==> config.mk <==
export PLATFORM = sky130hd
export DESIGN_NAME = mem_port_arbiter
export DESIGN_NICKNAME = d
export VERILOG_FILES = /design/src/rtl/mem_port_arbiter_pkg.sv /design/src/rtl/mem_port_arbiter_picker.sv /design/src/rtl/mem_port_arbiter.sv
export SDC_FILE = /design/constraint.sdc
export NUM_CORES = 1
export LEC_CHECK = 0
export BUFFER_PORTS_ARGS = -buffer_cell sky130_fd_sc_hd__buf_2
export CAP_MARGIN = 25
export CELL_PAD_IN_SITES_DETAIL_PLACEMENT = 1
export CELL_PAD_IN_SITES_GLOBAL_PLACEMENT = 1
export CORE_ASPECT_RATIO = 1.75
export CORE_MARGIN = 5
export CORE_UTILIZATION = 30
export CTS_CLUSTER_DIAMETER = 60
export DETAILED_ROUTE_END_ITERATION = 7
export GPL_TIMING_DRIVEN = 0
export PLACE_DENSITY = 0.85
export RECOVER_POWER = 100
export SYNTH_ARGS = -nofsm -noshare
export SYNTH_HDL_FRONTEND = slang
export SYNTH_SLANG_ARGS = --single-unit
export TNS_END_PERCENT = 1
==> constraint.sdc <==
create_clock -name clk -period 2.7 [get_ports clk]
set_input_delay 0 -clock clk [delete_from_list [all_inputs] [get_ports clk]]
set_output_delay 0 -clock clk [all_outputs]
set_load 0.02 [all_outputs]
==> src/rtl/mem_port_arbiter_pkg.sv <==
// Shared types and constants for the three-way memory port arbiter.
package mem_port_arbiter_pkg;

  localparam int NUM_REQ = 3;
  localparam int REQ_IF  = 0;   // instruction fetch
  localparam int REQ_LS  = 1;   // load/store
  localparam int REQ_DBG = 2;   // debug / program loader

  typedef enum logic [1:0] {
    ST_IDLE   = 2'd0,
    ST_ACCESS = 2'd1,
    ST_RESP   = 2'd2
  } state_t;

  // Round-robin successor: the requester after the one just served becomes highest priority.
  function automatic logic [1:0] rr_next(input logic [1:0] idx);
    return (idx == 2'(NUM_REQ - 1)) ? 2'd0 : idx + 2'd1;
  endfunction

endpackage

==> src/rtl/mem_port_arbiter_picker.sv <==
// Combinational round-robin picker: first active request at or after ptr, wrapping 2->0.
module mem_port_arbiter_picker
  import mem_port_arbiter_pkg::*;
(
  input  logic [NUM_REQ-1:0] req,
  input  logic [1:0]         ptr,
  output logic [NUM_REQ-1:0] grant,
  output logic [1:0]         idx,
  output logic               any
);

  // Scan requesters starting at the pointer; the first hit wins.
  always_comb begin
    int c;
    c     = 0;
    grant = '0;
    idx   = '0;
    any   = 1'b0;
    for (int k = 0; k < NUM_REQ; k++) begin
      c = int'(ptr) + k;
      if (c >= NUM_REQ) c = c - NUM_REQ;
      if (!any && req[c]) begin
        any      = 1'b1;
        grant[c] = 1'b1;
        idx      = 2'(c);
      end
    end
  end

endmodule

==> src/rtl/mem_port_arbiter.sv <==
// Shares one single-port memory among fetch, load/store and debug requesters.
// One access in flight; round-robin grant; en/done handshake per requester.
module mem_port_arbiter
  import mem_port_arbiter_pkg::*;
#(
  parameter int ADDR_W  = 16,
  parameter int DATA_W  = 32,
  parameter int MEM_LAT = 2
) (
  input  logic                        clk,
  input  logic                        rst,
  input  logic [NUM_REQ-1:0]          req_i,
  input  logic [NUM_REQ-1:0]          wen_i,
  input  logic [NUM_REQ*ADDR_W-1:0]   addr_i,
  input  logic [NUM_REQ*DATA_W-1:0]   wdata_i,
  output logic [NUM_REQ-1:0]          done_o,
  output logic [DATA_W-1:0]           rdata_o,
  output logic [NUM_REQ-1:0]          grant_o,
  output logic                        busy_o,
  output logic                        mem_en,
  output logic                        mem_ren,
  output logic                        mem_wen,
  output logic [ADDR_W-1:0]           mem_addr,
  output logic [DATA_W-1:0]           mem_din,
  input  logic [DATA_W-1:0]           mem_dout
);

  localparam int CNT_W = (MEM_LAT > 1) ? $clog2(MEM_LAT) : 1;

  state_t             state, state_nxt;
  logic [CNT_W-1:0]   cnt;
  logic [1:0]         ptr, gidx;
  logic               wr;
  logic               last;
  logic [NUM_REQ-1:0] pick_grant;
  logic [1:0]         pick_idx;
  logic               pick_any;
  logic [ADDR_W-1:0]  sel_addr;
  logic [DATA_W-1:0]  sel_wdata;
  logic               sel_wen;

  assign last = (cnt == '0);

  mem_port_arbiter_picker u_pick (
    .req   (req_i),
    .ptr   (ptr),
    .grant (pick_grant),
    .idx   (pick_idx),
    .any   (pick_any)
  );

  // Route the picked requester's operands toward the holding registers.
  always_comb begin
    sel_addr  = '0;
    sel_wdata = '0;
    sel_wen   = 1'b0;
    for (int n = 0; n < NUM_REQ; n++) begin
      if (pick_idx == 2'(n)) begin
        sel_addr  = addr_i[n*ADDR_W +: ADDR_W];
        sel_wdata = wdata_i[n*DATA_W +: DATA_W];
        sel_wen   = wen_i[n];
      end
    end
  end

  // State register.
  always_ff @(posedge clk) begin
    if (rst) state <= ST_IDLE;
    else     state <= state_nxt;
  end

  // Next-state logic: IDLE -> ACCESS -> RESP -> IDLE.
  always_comb begin
    state_nxt = state;
    case (state)
      ST_IDLE:   if (pick_any) state_nxt = ST_ACCESS;
      ST_ACCESS: if (last)     state_nxt = ST_RESP;
      ST_RESP:                 state_nxt = ST_IDLE;
      default:                 state_nxt = ST_IDLE;
    endcase
  end

  // Outputs decoded from state; done pulses to the current owner during RESP.
  always_comb begin
    mem_en  = (state == ST_ACCESS);
    busy_o  = (state != ST_IDLE);
    done_o  = (state == ST_RESP) ? grant_o : '0;
    mem_ren = mem_en & ~wr;
    mem_wen = mem_en & wr;
  end

  // Operand latch, latency counter, read capture and round-robin pointer.
  always_ff @(posedge clk) begin
    if (rst) begin
      grant_o  <= '0;
      gidx     <= '0;
      ptr      <= '0;
      wr       <= 1'b0;
      cnt      <= '0;
      mem_addr <= '0;
      mem_din  <= '0;
      rdata_o  <= '0;
    end else begin
      case (state)
        ST_IDLE: begin
          if (pick_any) begin
            grant_o  <= pick_grant;
            gidx     <= pick_idx;
            mem_addr <= sel_addr;
            mem_din  <= sel_wdata;
            wr       <= sel_wen;
            cnt      <= CNT_W'(MEM_LAT - 1);
          end
        end
        ST_ACCESS: begin
          if (last) begin
            if (!wr) rdata_o <= mem_dout;
          end else begin
            cnt <= cnt - 1'b1;
          end
        end
        ST_RESP: begin
          ptr      <= rr_next(gidx);
          grant_o  <= '0;
          mem_addr <= '0;
          mem_din  <= '0;
          wr       <= 1'b0;
        end
        default: ;
      endcase
    end
  end

endmodule

==> summary.md, run 1 <==
| Metric | Value |
|---|---|
| Post-Place Cells | 924 |
| Post-CTS Setup Bufs | 0 |
| Crit-path cells | inv_1 -> ha_1 -> buf_2 -> nor4bb_2 -> o31ai_2 -> a21oi_2 -> clkbuf_1 -> nor3_1 -> o2bb2ai_1 |
| Worst-Skew Late Latency | 0.34 ns |
| Routed wire length | 23900 µm |
| Average cell area after synthesis | 9.238 µm² |
| Vias/cell | 5.372 |
| Vias in the first global route | 6476 |
| Core area | 14300 µm² |
| Final cell count without fillers | 1072 |
| Number of remaining DRC errors | 0 |
| Period minus WS final | 2.569 ns |
| Die width | 101.1 µm |
| RePlAce Congestion | 0.8426 |
| Yosys reg bits | 91 |
| # setup viols final | 0 |
| Average wire per standard cell | 22.29 µm |
| R2R cell count | 9 |
| Row count | 58 |
| Reg2reg start | ptr[0] |
| Post-route setup TNS | 0 ns |
| IO Pins | 274 |
| Min-delay src | wdata_i[73] |
| Skew final | 0.008860 ns |
| Drt initial violations | 200 |
| Hold slack | 0.004124 ns |
| Nets | 1073 |
| Psw | 1786 µW |
| Maxcap violations | 0 |
| CP max stage delay | 0.44 ns |
| Clock Tree Root | clkbuf_16 |
| Comb power frac | 34.2% |
| Max Freq | 389.2 MHz |
| Critical Path Source Type | flop |
| Die Area | 17140 µm² |
| CTS Buf Count | 9 |
| Worst Path Buf+Inv | 3 |
| Hold endpoint | mem_din[9] |
| Die Y | 169.5 µm |
| RSZ-0062 raised after global routing | true |
| Clock power frac | 30.5% |
| Period utilisation layout | 95.17% |
| Worst Path Required | 2.97 ns |
| Internal Power | 3104 µW |
| Flop2flop setup slack | 0.13 ns |
| Antenna violations before repair | 1 |
| Post-synth design cell area | 4360 µm² |
| Share of layout cells above drive strength 1 | 29.44% |
| Worst-path clk slew | 0.07 ns |
| Critical path peak fanout | 10 |
| Net switching fraction of the power | 36.52% |
| Netlist cell types | 50 |
| Core Util, Final | 52.33% |
| Actual slew at the worst max-slew pin | 0.8225 ns |
| Syn Nets | 660 |
| Maximum clock path buffer count | 2 |
| Crit. End Element | flop |
| Max Slew Vio Count | 0 |
| FF-to-FF End | mem_addr[6] |
| Most used cells in the layout excluding fill and tap cells | 199 x buf_2, 130 x dlygate4sd3_1, 105 x clkbuf_1, 91 x dfxtp_1, 73 x nand2_1 |
| Maximum VDD drop | 0.0003053 V |
| Crit path DAT | 2.84 ns |
| Fin. Hold Viols | 0 |
| Worst Hold Depth | 3 |
| P_leak | 0.002962 µW |
| Mapped Cells | 472 |
| Initial Util | 30.50% |
| Top delay family on crit path | buffers and inverters |
| DRT Pass-1 Iters | 4 |
| Pwr per Cell Area | 653.7 nW/µm² |
| Port Buffer Count | 272 |
| DPL Wire Length | 15140 µm |
| Critical path class | reg -> reg |
| CTS tree | built |
| GRT Resource Usage Total | 27.05% |
| Grt ovf | 0 |
| Antenna Nets Post-Route | 0 |
| Total power | 4890 µW |
| Area growth syn-to-layout | 71.56% |
| Crit path launch | ptr[0] |
| Synth Warn # | 0 |
| Status | finished clean |
| Commonest non-fill, non-tap cell in the layout | buf_2 |
| Clock sinks | 91 |
| Sequential group share of total power | 35.3% |
| Vias | 5759 |
| Post-synth EDFFs | 0 |
| CP max stage cell | clkbuf_1 |
| Largest net degree at the start of global routing | 17 |
| Main flop type after synthesis | dfxtp_1 |
| H-tree depth | 3 |
| Post-synth ARST share | 0% |
| Sequential area share after synthesis | 41.78% |
| Worst Hold Class | in -> reg |
| First-pass GRT wire length | 35820 µm |
| Slew Limit Headroom | 44.59% |
[worst register-to-register path, delay by kind of cell (launching register included)]
family                   cells  cell delay, ns
flip-flops                   1            0.38
AND/OR/NAND/NOR              2            0.47
AO/OA/AOI/OAI                3            0.67
buffers and inverters        3            0.71
adder cells (fa/ha/maj)      1            0.28
[cell families (layout without fill, tap and decap cells)]
family / after synthesis / count (layout) / synth area share, %
buf+inv: 53 / 471 / 6.485
other cells: 0 / 2 / 0
fa+ha+maj: 4 / 4 / 1.148
mux: 5 / 5 / 1.463
compound gates: 164 / 164 / 32.57
flops: 91 / 91 / 41.78
simple gates: 155 / 155 / 16.56
[Yosys cell counts (2+ instances only)]
master	count	area, µm²
dfxtp_1	91	1822
nand2_1	73	274.0
nor3_1	51	255.2
a21oi_1	42	210.2
o2bb2ai_1	39	341.6
o221ai_1	38	332.8
buf_2	21	105.1
clkbuf_1	15	56.30
o2bb2ai_2	11	165.2
o221ai_2	10	150.1
inv_1	9	33.78
nor2b_1	6	37.54
buf_6	5	56.30
and2_1	4	25.02
ha_1	4	50.05
nand2b_1	4	25.02
nor2_1	4	15.01
o211ai_1	4	30.03
mux2i_1	3	30.03
nand3_1	3	15.01
a211oi_2	2	25.02
a311oi_1	2	17.52
o21ai_1	2	10.01
or2_2	2	12.51
or3_1	2	12.51
[state kept, by name (all words and copies together) (netlist names)]
signal    cells
rdata_o      32
mem_addr     16
ptr           2
wr            1
mem_din      32
gidx          2
cnt           1
grant_o       3
state         2
[worst max path at each step]
| stage | endpoint | cells past startpoint |
|---|---|---|
| 2_1_floorplan | mem_addr[10] | 10 |
| 3_3_place_gp | mem_din[18] | 9 |
| 4_1_cts | mem_din[18] | 9 |
| 3_5_place_dp | mem_din[18] | 9 |
| 5_1_grt | mem_addr[6] | 9 |
| 6_report | mem_addr[6] | 9 |
[layout make-up]
class | count | area, µm²
Clock inverter | 7 | 122.6
Inverter | 9 | 33.78
Timing Repair Buffer | 402 | 2551
Antenna cell | 2 | 5.005
Multi-Input combinational cell | 328 | 2251
Clock buffer | 9 | 225.2
Fill cell | 1765 | 6815
Sequential cell | 91 | 1822
Buffer | 44 | 245.2
Tap cell | 180 | 225.2
[per-layer routing]
metal,track usage (%),up-vias,routed length [µm]
met2,51.03,291,12740
met3,7.158,69,1717
met1,26.21,2787,8227
met4,13.60,0,1211
li1,-,2612,-
met5,0,-,0
[timing repair]
| item | CTS | global route |
|---|---|---|
| resized for setup | 0 | 4 |
| hold endpoints to repair | 82 | 0 |
| setup endpoints to repair | 0 | 31 |
| hold buffers | 130 | 0 |
[per-stage QoR]
stage,worst slack (ns),cell area [µm²]
after CTS,0.07914,7596
after detailed placement,0.1101,5947
after global routing,-0.09530,7478
final,0.1305,7481
after floorplan,0.5740,4360
after global placement,0.1840,5947
[power groups by stage]
stage / combinational (µW) / clock (µW) / sequential (µW)
floorplan: 660 / 0 / 1970
global placement: 1500 / 0 / 1720
detailed placement: 1530 / 0 / 1730
CTS: 1680 / 1530 / 1700
global route: 1790 / 1570 / 1750
finish: 1670 / 1490 / 1730
Power figures use the tool's default switching activity.
==> run 2, diff against run 1 <==
--- a/config.mk
+++ b/config.mk
@@ -11,11 +11,11 @@
 export CELL_PAD_IN_SITES_GLOBAL_PLACEMENT = 1
 export CORE_ASPECT_RATIO = 1.75
 export CORE_MARGIN = 5
-export CORE_UTILIZATION = 30
+export CORE_UTILIZATION = 27
 export CTS_CLUSTER_DIAMETER = 60
 export DETAILED_ROUTE_END_ITERATION = 7
 export GPL_TIMING_DRIVEN = 0
-export PLACE_DENSITY = 0.85
+export PLACE_DENSITY = 0.81
 export RECOVER_POWER = 100
 export SYNTH_ARGS = -nofsm -noshare
 export SYNTH_HDL_FRONTEND = slang
==> constraint.sdc (replaced) <==
create_clock -name clk -period 2.1 [get_ports clk]
set_input_delay 0 -clock clk [delete_from_list [all_inputs] [get_ports clk]]
set_output_delay 0 -clock clk [all_outputs]
set_load 0.02 [all_outputs]
==> summary.md, run 2 (same netlist as run 1, synthesis figures left out) <==
| Metric | Value |
|---|---|
| Status | finished, violations left |
| Violated checks | hold timing, setup timing |
| Die Area | 18890 µm² |
| Largest net degree at the start of global routing | 15 |
| Crit path DAT | 2.42 ns |
| Actual slew at the worst max-slew pin | 0.5198 ns |
| Worst Hold Class | in -> reg |
| Most used cells in the layout excluding fill and tap cells | 186 x buf_2, 128 x dlygate4sd3_1, 100 x clkbuf_1, 89 x dfxtp_1, 72 x nand2_1 |
| Register area | 1829 µm² |
| Max Freq | 454.6 MHz |
| RePlAce Congestion | 0.8022 |
| RSZ-0062 raised after global routing | true |
| Routed wire length | 24020 µm |
| Antenna violations before repair | 3 |
| Row count | 61 |
| Worst Hold Depth | 3 |
| Maximum clock path buffer count | 2 |
| Slew Limit Headroom | 65.08% |
| Hold slack | -0.002564 ns |
| Final WS setup | -0.09988 ns |
| Pre-CTS WS | -0.6674 ns |
| Maxcap violations | 0 |
| R2R cell count | 10 |
| Share of layout cells above drive strength 1 | 34.59% |
| Die Y | 178.1 µm |
| Critical path class | reg -> reg |
| Crit. End Element | flop |
| Fillers | 1869 |
| Die width | 106.1 µm |
| Average wire per standard cell | 22.00 µm |
| CTS tree | built |
| Dpl cell area | 5958 µm² |
| DPL Wire Length | 15010 µm |
| Skew final | 0.007471 ns |
| IO Pins | 274 |
| CTS Buf Count | 9 |
| Clock sinks | 91 |
| Area taken by multi-input logic gates | 2555 µm² |
| Core area | 15880 µm² |
| Vias/cell | 5.207 |
| Vias | 5686 |
| First-pass GRT wire length | 35630 µm |
| H-tree depth | 3 |
| Final cell count without fillers | 1092 |
| Max Slew Vio Count | 0 |
| GRT Resource Usage Total | 24.27% |
| Port Buffer Count | 272 |
| Commonest non-fill, non-tap cell in the layout | buf_2 |
| Drt initial violations | 156 |
| Biggest regs | mem_din: 32 flops, rdata_o: 32 flops, mem_addr: 16 flops |
| Critical path peak fanout | 6 |
| Initial Util | 27.47% |
| # setup viols final | 36 |
| Clock Tree Root | clkbuf_16 |
| Post-route setup TNS | -1.201 ns |
| Worst Path Required | 2.32 ns |
| Period minus WS final | 2.200 ns |
| Period utilisation layout | 104.8% |
| Antenna Nets Post-Route | 0 |
| Fin area | 8021 µm² |
| Worst-path clk slew | 0.07 ns |
| Pwr per Cell Area | 786.3 nW/µm² |
| DRT Pass-1 Iters | 6 |
| Post-Place Cells | 933 |
| Nets | 1083 |
| Vias in the first global route | 6293 |
| Critical Path Source Type | flop |
| Grt ovf | 0 |
| Number of remaining DRC errors | 0 |
| Area growth syn-to-layout | 83.96% |
| Maximum VDD drop | 0.0003544 V |
| Worst-Skew Late Latency | 0.34 ns |
| P_leak | 0.003137 µW |
| Fin. Hold Viols | 1 |
[run 2: final cells by class]
type	count	area share (%)
buffer	43	4.508
tap	189	2.948
antenna	4	0.1248
clock inverter	4	0.6083
clock buffer	11	3.026
timing repair buffer	413	33.68
multi-input combinational	328	31.85
sequential	91	22.80
inverter	9	0.4523
[run 2: where the power goes]
part           total [µW]  internal, µW  switching [µW]
Combinational        2440           999            1440
Sequential           2220          2020             207
Clock                1650           951             697
[run 2: worst paths after layout]
check | start | to | slack [ns]
setup / recovery | ptr[1] | mem_din[28] | -0.1
setup reg to reg | ptr[1] | mem_din[28] | -0.1
hold reg to reg | rdata_o[27] | rdata_o[27] | 0.46
hold / removal | addr_i[14] | mem_addr[14] | -0.003
[run 2: through the flow]
stage	util, %	total power, µW
6_report	50.53	6307
3_5_place_dp	37.53	4185
5_1_grt	50.51	6612
2_1_floorplan	-	3383
4_1_cts	49.40	6177
3_3_place_gp	37.53	4146
[run 2: critical path, stage by stage (launching register included)]
cell       delay (ns)
dfxtp_4          0.39
inv_4            0.05
ha_4             0.15
buf_6            0.13
mux2i_4          0.21
or2_4            0.28
a21o_4           0.26
buf_12           0.15
buf_12           0.14
o221ai_4         0.21
o2bb2ai_2        0.11
[run 2: routing by layer]
metal	vias to the layer above	track usage, %	part of all wire, %
met4	0	10.26	4.2
met1	2692	23.86	35
met5	-	0	0
met3	61	6.411	6.9
met2	293	47.12	54
li1	2640	-	-
[run 2: timing repair]
item,in CTS,in global routing
resized for setup,62,37
hold buffers,128,0
setup buffers,3,6
cloned,0,4
pin swaps,5,11
setup endpoints to repair,56,56
hold endpoints to repair,82,0
==> run 3, diff against run 2 <==
--- a/config.mk
+++ b/config.mk
@@ -7,15 +7,16 @@
 export LEC_CHECK = 0
 export BUFFER_PORTS_ARGS = -buffer_cell sky130_fd_sc_hd__buf_2
 export CAP_MARGIN = 25
-export CELL_PAD_IN_SITES_DETAIL_PLACEMENT = 1
-export CELL_PAD_IN_SITES_GLOBAL_PLACEMENT = 1
+export CELL_PAD_IN_SITES_DETAIL_PLACEMENT = 2
+export CELL_PAD_IN_SITES_GLOBAL_PLACEMENT = 2
 export CORE_ASPECT_RATIO = 1.75
 export CORE_MARGIN = 5
-export CORE_UTILIZATION = 27
+export CORE_UTILIZATION = 21
 export CTS_CLUSTER_DIAMETER = 60
 export DETAILED_ROUTE_END_ITERATION = 7
 export GPL_TIMING_DRIVEN = 0
-export PLACE_DENSITY = 0.81
+export HOLD_SLACK_MARGIN = 0.06
+export PLACE_DENSITY = 0.82
 export RECOVER_POWER = 100
 export SYNTH_ARGS = -nofsm -noshare
 export SYNTH_HDL_FRONTEND = slang
==> summary.md, run 3 (same netlist as run 1, synthesis figures left out) <==
| Metric | Value |
|---|---|
| Status | finished, violations left |
| Violated checks | setup timing |
| # setup viols final | 47 |
| R2R cell count | 9 |
| Worst Hold Depth | 3 |
| Row count | 69 |
| GRT Resource Usage Total | 24.46% |
| Vias in the first global route | 7156 |
| Fin. Hold Viols | 0 |
| Area growth syn-to-layout | 108.1% |
| Port Buffer Count | 272 |
| Slew Limit Headroom | 62.81% |
| RSZ-0062 raised after global routing | true |
| Antenna violations before repair | 6 |
| Min-delay src | addr_i[46] |
| Worst-Skew Late Latency | 0.36 ns |
| Crit path DAT | 2.53 ns |
| Vias | 6147 |
| Actual slew at the worst max-slew pin | 0.5579 ns |
| Worst Path Required | 2.37 ns |
| Period utilisation layout | 107.6% |
| Largest net degree at the start of global routing | 17 |
| Period minus WS final | 2.259 ns |
| Commonest non-fill, non-tap cell in the layout | buf_2 |
| Clock Tree Root | clkbuf_16 |
| Total power | 6933 µW |
| Average wire per standard cell | 25.28 µm |
| Vias/cell | 5.030 |
| Routed wire length | 30890 µm |
| Antenna Nets Post-Route | 0 |
| CTS tree | built |
| DPL Wire Length | 17370 µm |
| CTS Buf Count | 9 |
| Die Y | 200.6 µm |
| Initial Util | 21.40% |
| Final cell count without fillers | 1222 |
| Die width | 118.9 µm |
| Drt initial violations | 211 |
| Crit. End Element | flop |
| Max Freq | 442.7 MHz |
| IO Pins | 274 |
| Final WS setup | -0.1591 ns |
| RePlAce Congestion | 0.7282 |
| Critical path peak fanout | 10 |
| Most used cells in the layout excluding fill and tap cells | 185 x buf_2, 179 x dlygate4sd3_1, 100 x clkbuf_1, 89 x dfxtp_1, 72 x nand2_1 |
| Fillers | 2190 |
| Flop2flop setup slack | -0.16 ns |
| Critical path class | reg -> reg |
| Die Area | 23860 µm² |
| Worst Hold Class | in -> reg |
| Maximum clock path buffer count | 2 |
| Share of layout cells above drive strength 1 | 38.49% |
| Maxcap violations | 0 |
| Skew final | 0.01726 ns |
| Post-route setup TNS | -2.187 ns |
| Max Slew Vio Count | 0 |
| Grt ovf | 0 |
| Clock sinks | 91 |
| Core area | 20370 µm² |
| Hold endpoint | mem_addr[14] |
| Number of remaining DRC errors | 0 |
| Maximum VDD drop | 0.0003324 V |
| Nets | 1152 |
| Reg2reg start | ptr[0] |
| Post-Place Cells | 992 |
| CP max stage cell | dfxtp_4 |
| DRT Pass-1 Iters | 4 |
| H-tree depth | 3 |
| Worst-path clk slew | 0.08 ns |
| P_leak | 0.003477 µW |
| First-pass GRT wire length | 44880 µm |
| Crit-path cells | inv_4 -> ha_4 -> buf_6 -> nor2b_2 -> o31ai_4 -> a21o_4 -> buf_4 -> o221ai_1 -> o2bb2ai_1 |
| Critical Path Source Type | flop |
| CP max stage delay | 0.39 ns |
| FF-to-FF End | mem_din[24] |
| Pwr per Cell Area | 764.2 nW/µm² |
| Biggest regs | mem_din: 32 flops, rdata_o: 32 flops, mem_addr: 16 flops |
==> run 3: through the flow <==
stage	setup WS, ns	instance area [µm²]	hold slack (ns)	util (%)
6_report	-0.1591	9072	0.1300	44.53
5_1_grt	-0.2163	9072	0.1766	44.53
3_5_place_dp	-0.4986	6032	0.2547	29.61
3_3_place_gp	-0.4601	6032	0.2401	29.61
4_1_cts	-0.05860	8796	0.1021	43.17
2_1_floorplan	0.01269	4360	0.1360	-
==> run 3: repair_timing <==
item,in CTS,in global routing
setup buffers,19,10
endpoints found under the hold margin,82,0
hold buffers,179,0
endpoints found under the setup margin,56,68
pin swaps,17,9
cloned,3,0
resized for setup,101,63
==> run 3: power breakdown <==
group          total [µW]  internal, µW  switching, µW
clock                1880          1050            821
sequential           2250          2020            230
combinational        2810          1160           1650
total                6930          4230           2710
==> run 3: worst max path at each step <==
stage | startpoint | end | slack (ns) | cells after the start
finish | ptr[0] | mem_din[24] | -0.16 | 9
global route | ptr[0] | mem_din[24] | -0.22 | 9
CTS | ptr[0] | mem_din[27] | -0.06 | 10
detailed placement | ptr[0] | mem_din[5] | -0.50 | 9
global placement | ptr[0] | wr | -0.46 | 9
floorplan | ptr[0] | mem_addr[10] | 0.01 | 10
==> run 3: area by class of cell <==
cell class / instances / area [µm²] / share of cell area (%)
repair buffers: 482 / 3331 / 36.71
multi-input cells: 328 / 2854 / 31.46
flip-flops and latches: 91 / 1829 / 20.16
plain buffers: 43 / 372.9 / 4.110
well taps: 248 / 310.3 / 3.420
clock buffers: 9 / 225.2 / 2.482
clock inverters: 7 / 98.84 / 1.090
inverters: 9 / 38.79 / 0.4275
diodes: 5 / 12.51 / 0.1379
==> run 3: worst max-delay path: cells and delay by family, from the launching register on <==
family | cells | cell delay (ns)
compound gates | 4 | 1.03
fa+ha+maj | 1 | 0.21
buf+inv | 3 | 0.39
simple gates | 1 | 0.16
flops | 1 | 0.39
==> run 3: layer usage <==
| layer | part of all wire (%) | vias up | track usage (%) |
|---|---|---|---|
| met1 | 35 | 3031 | 24.27 |
| met4 | 5.1 | 2 | 12.81 |
| met2 | 55 | 252 | 46.57 |
| met3 | 5.4 | 82 | 5.385 |
| met5 | 0.042 | - | 0 |
| li1 | - | 2780 | - |
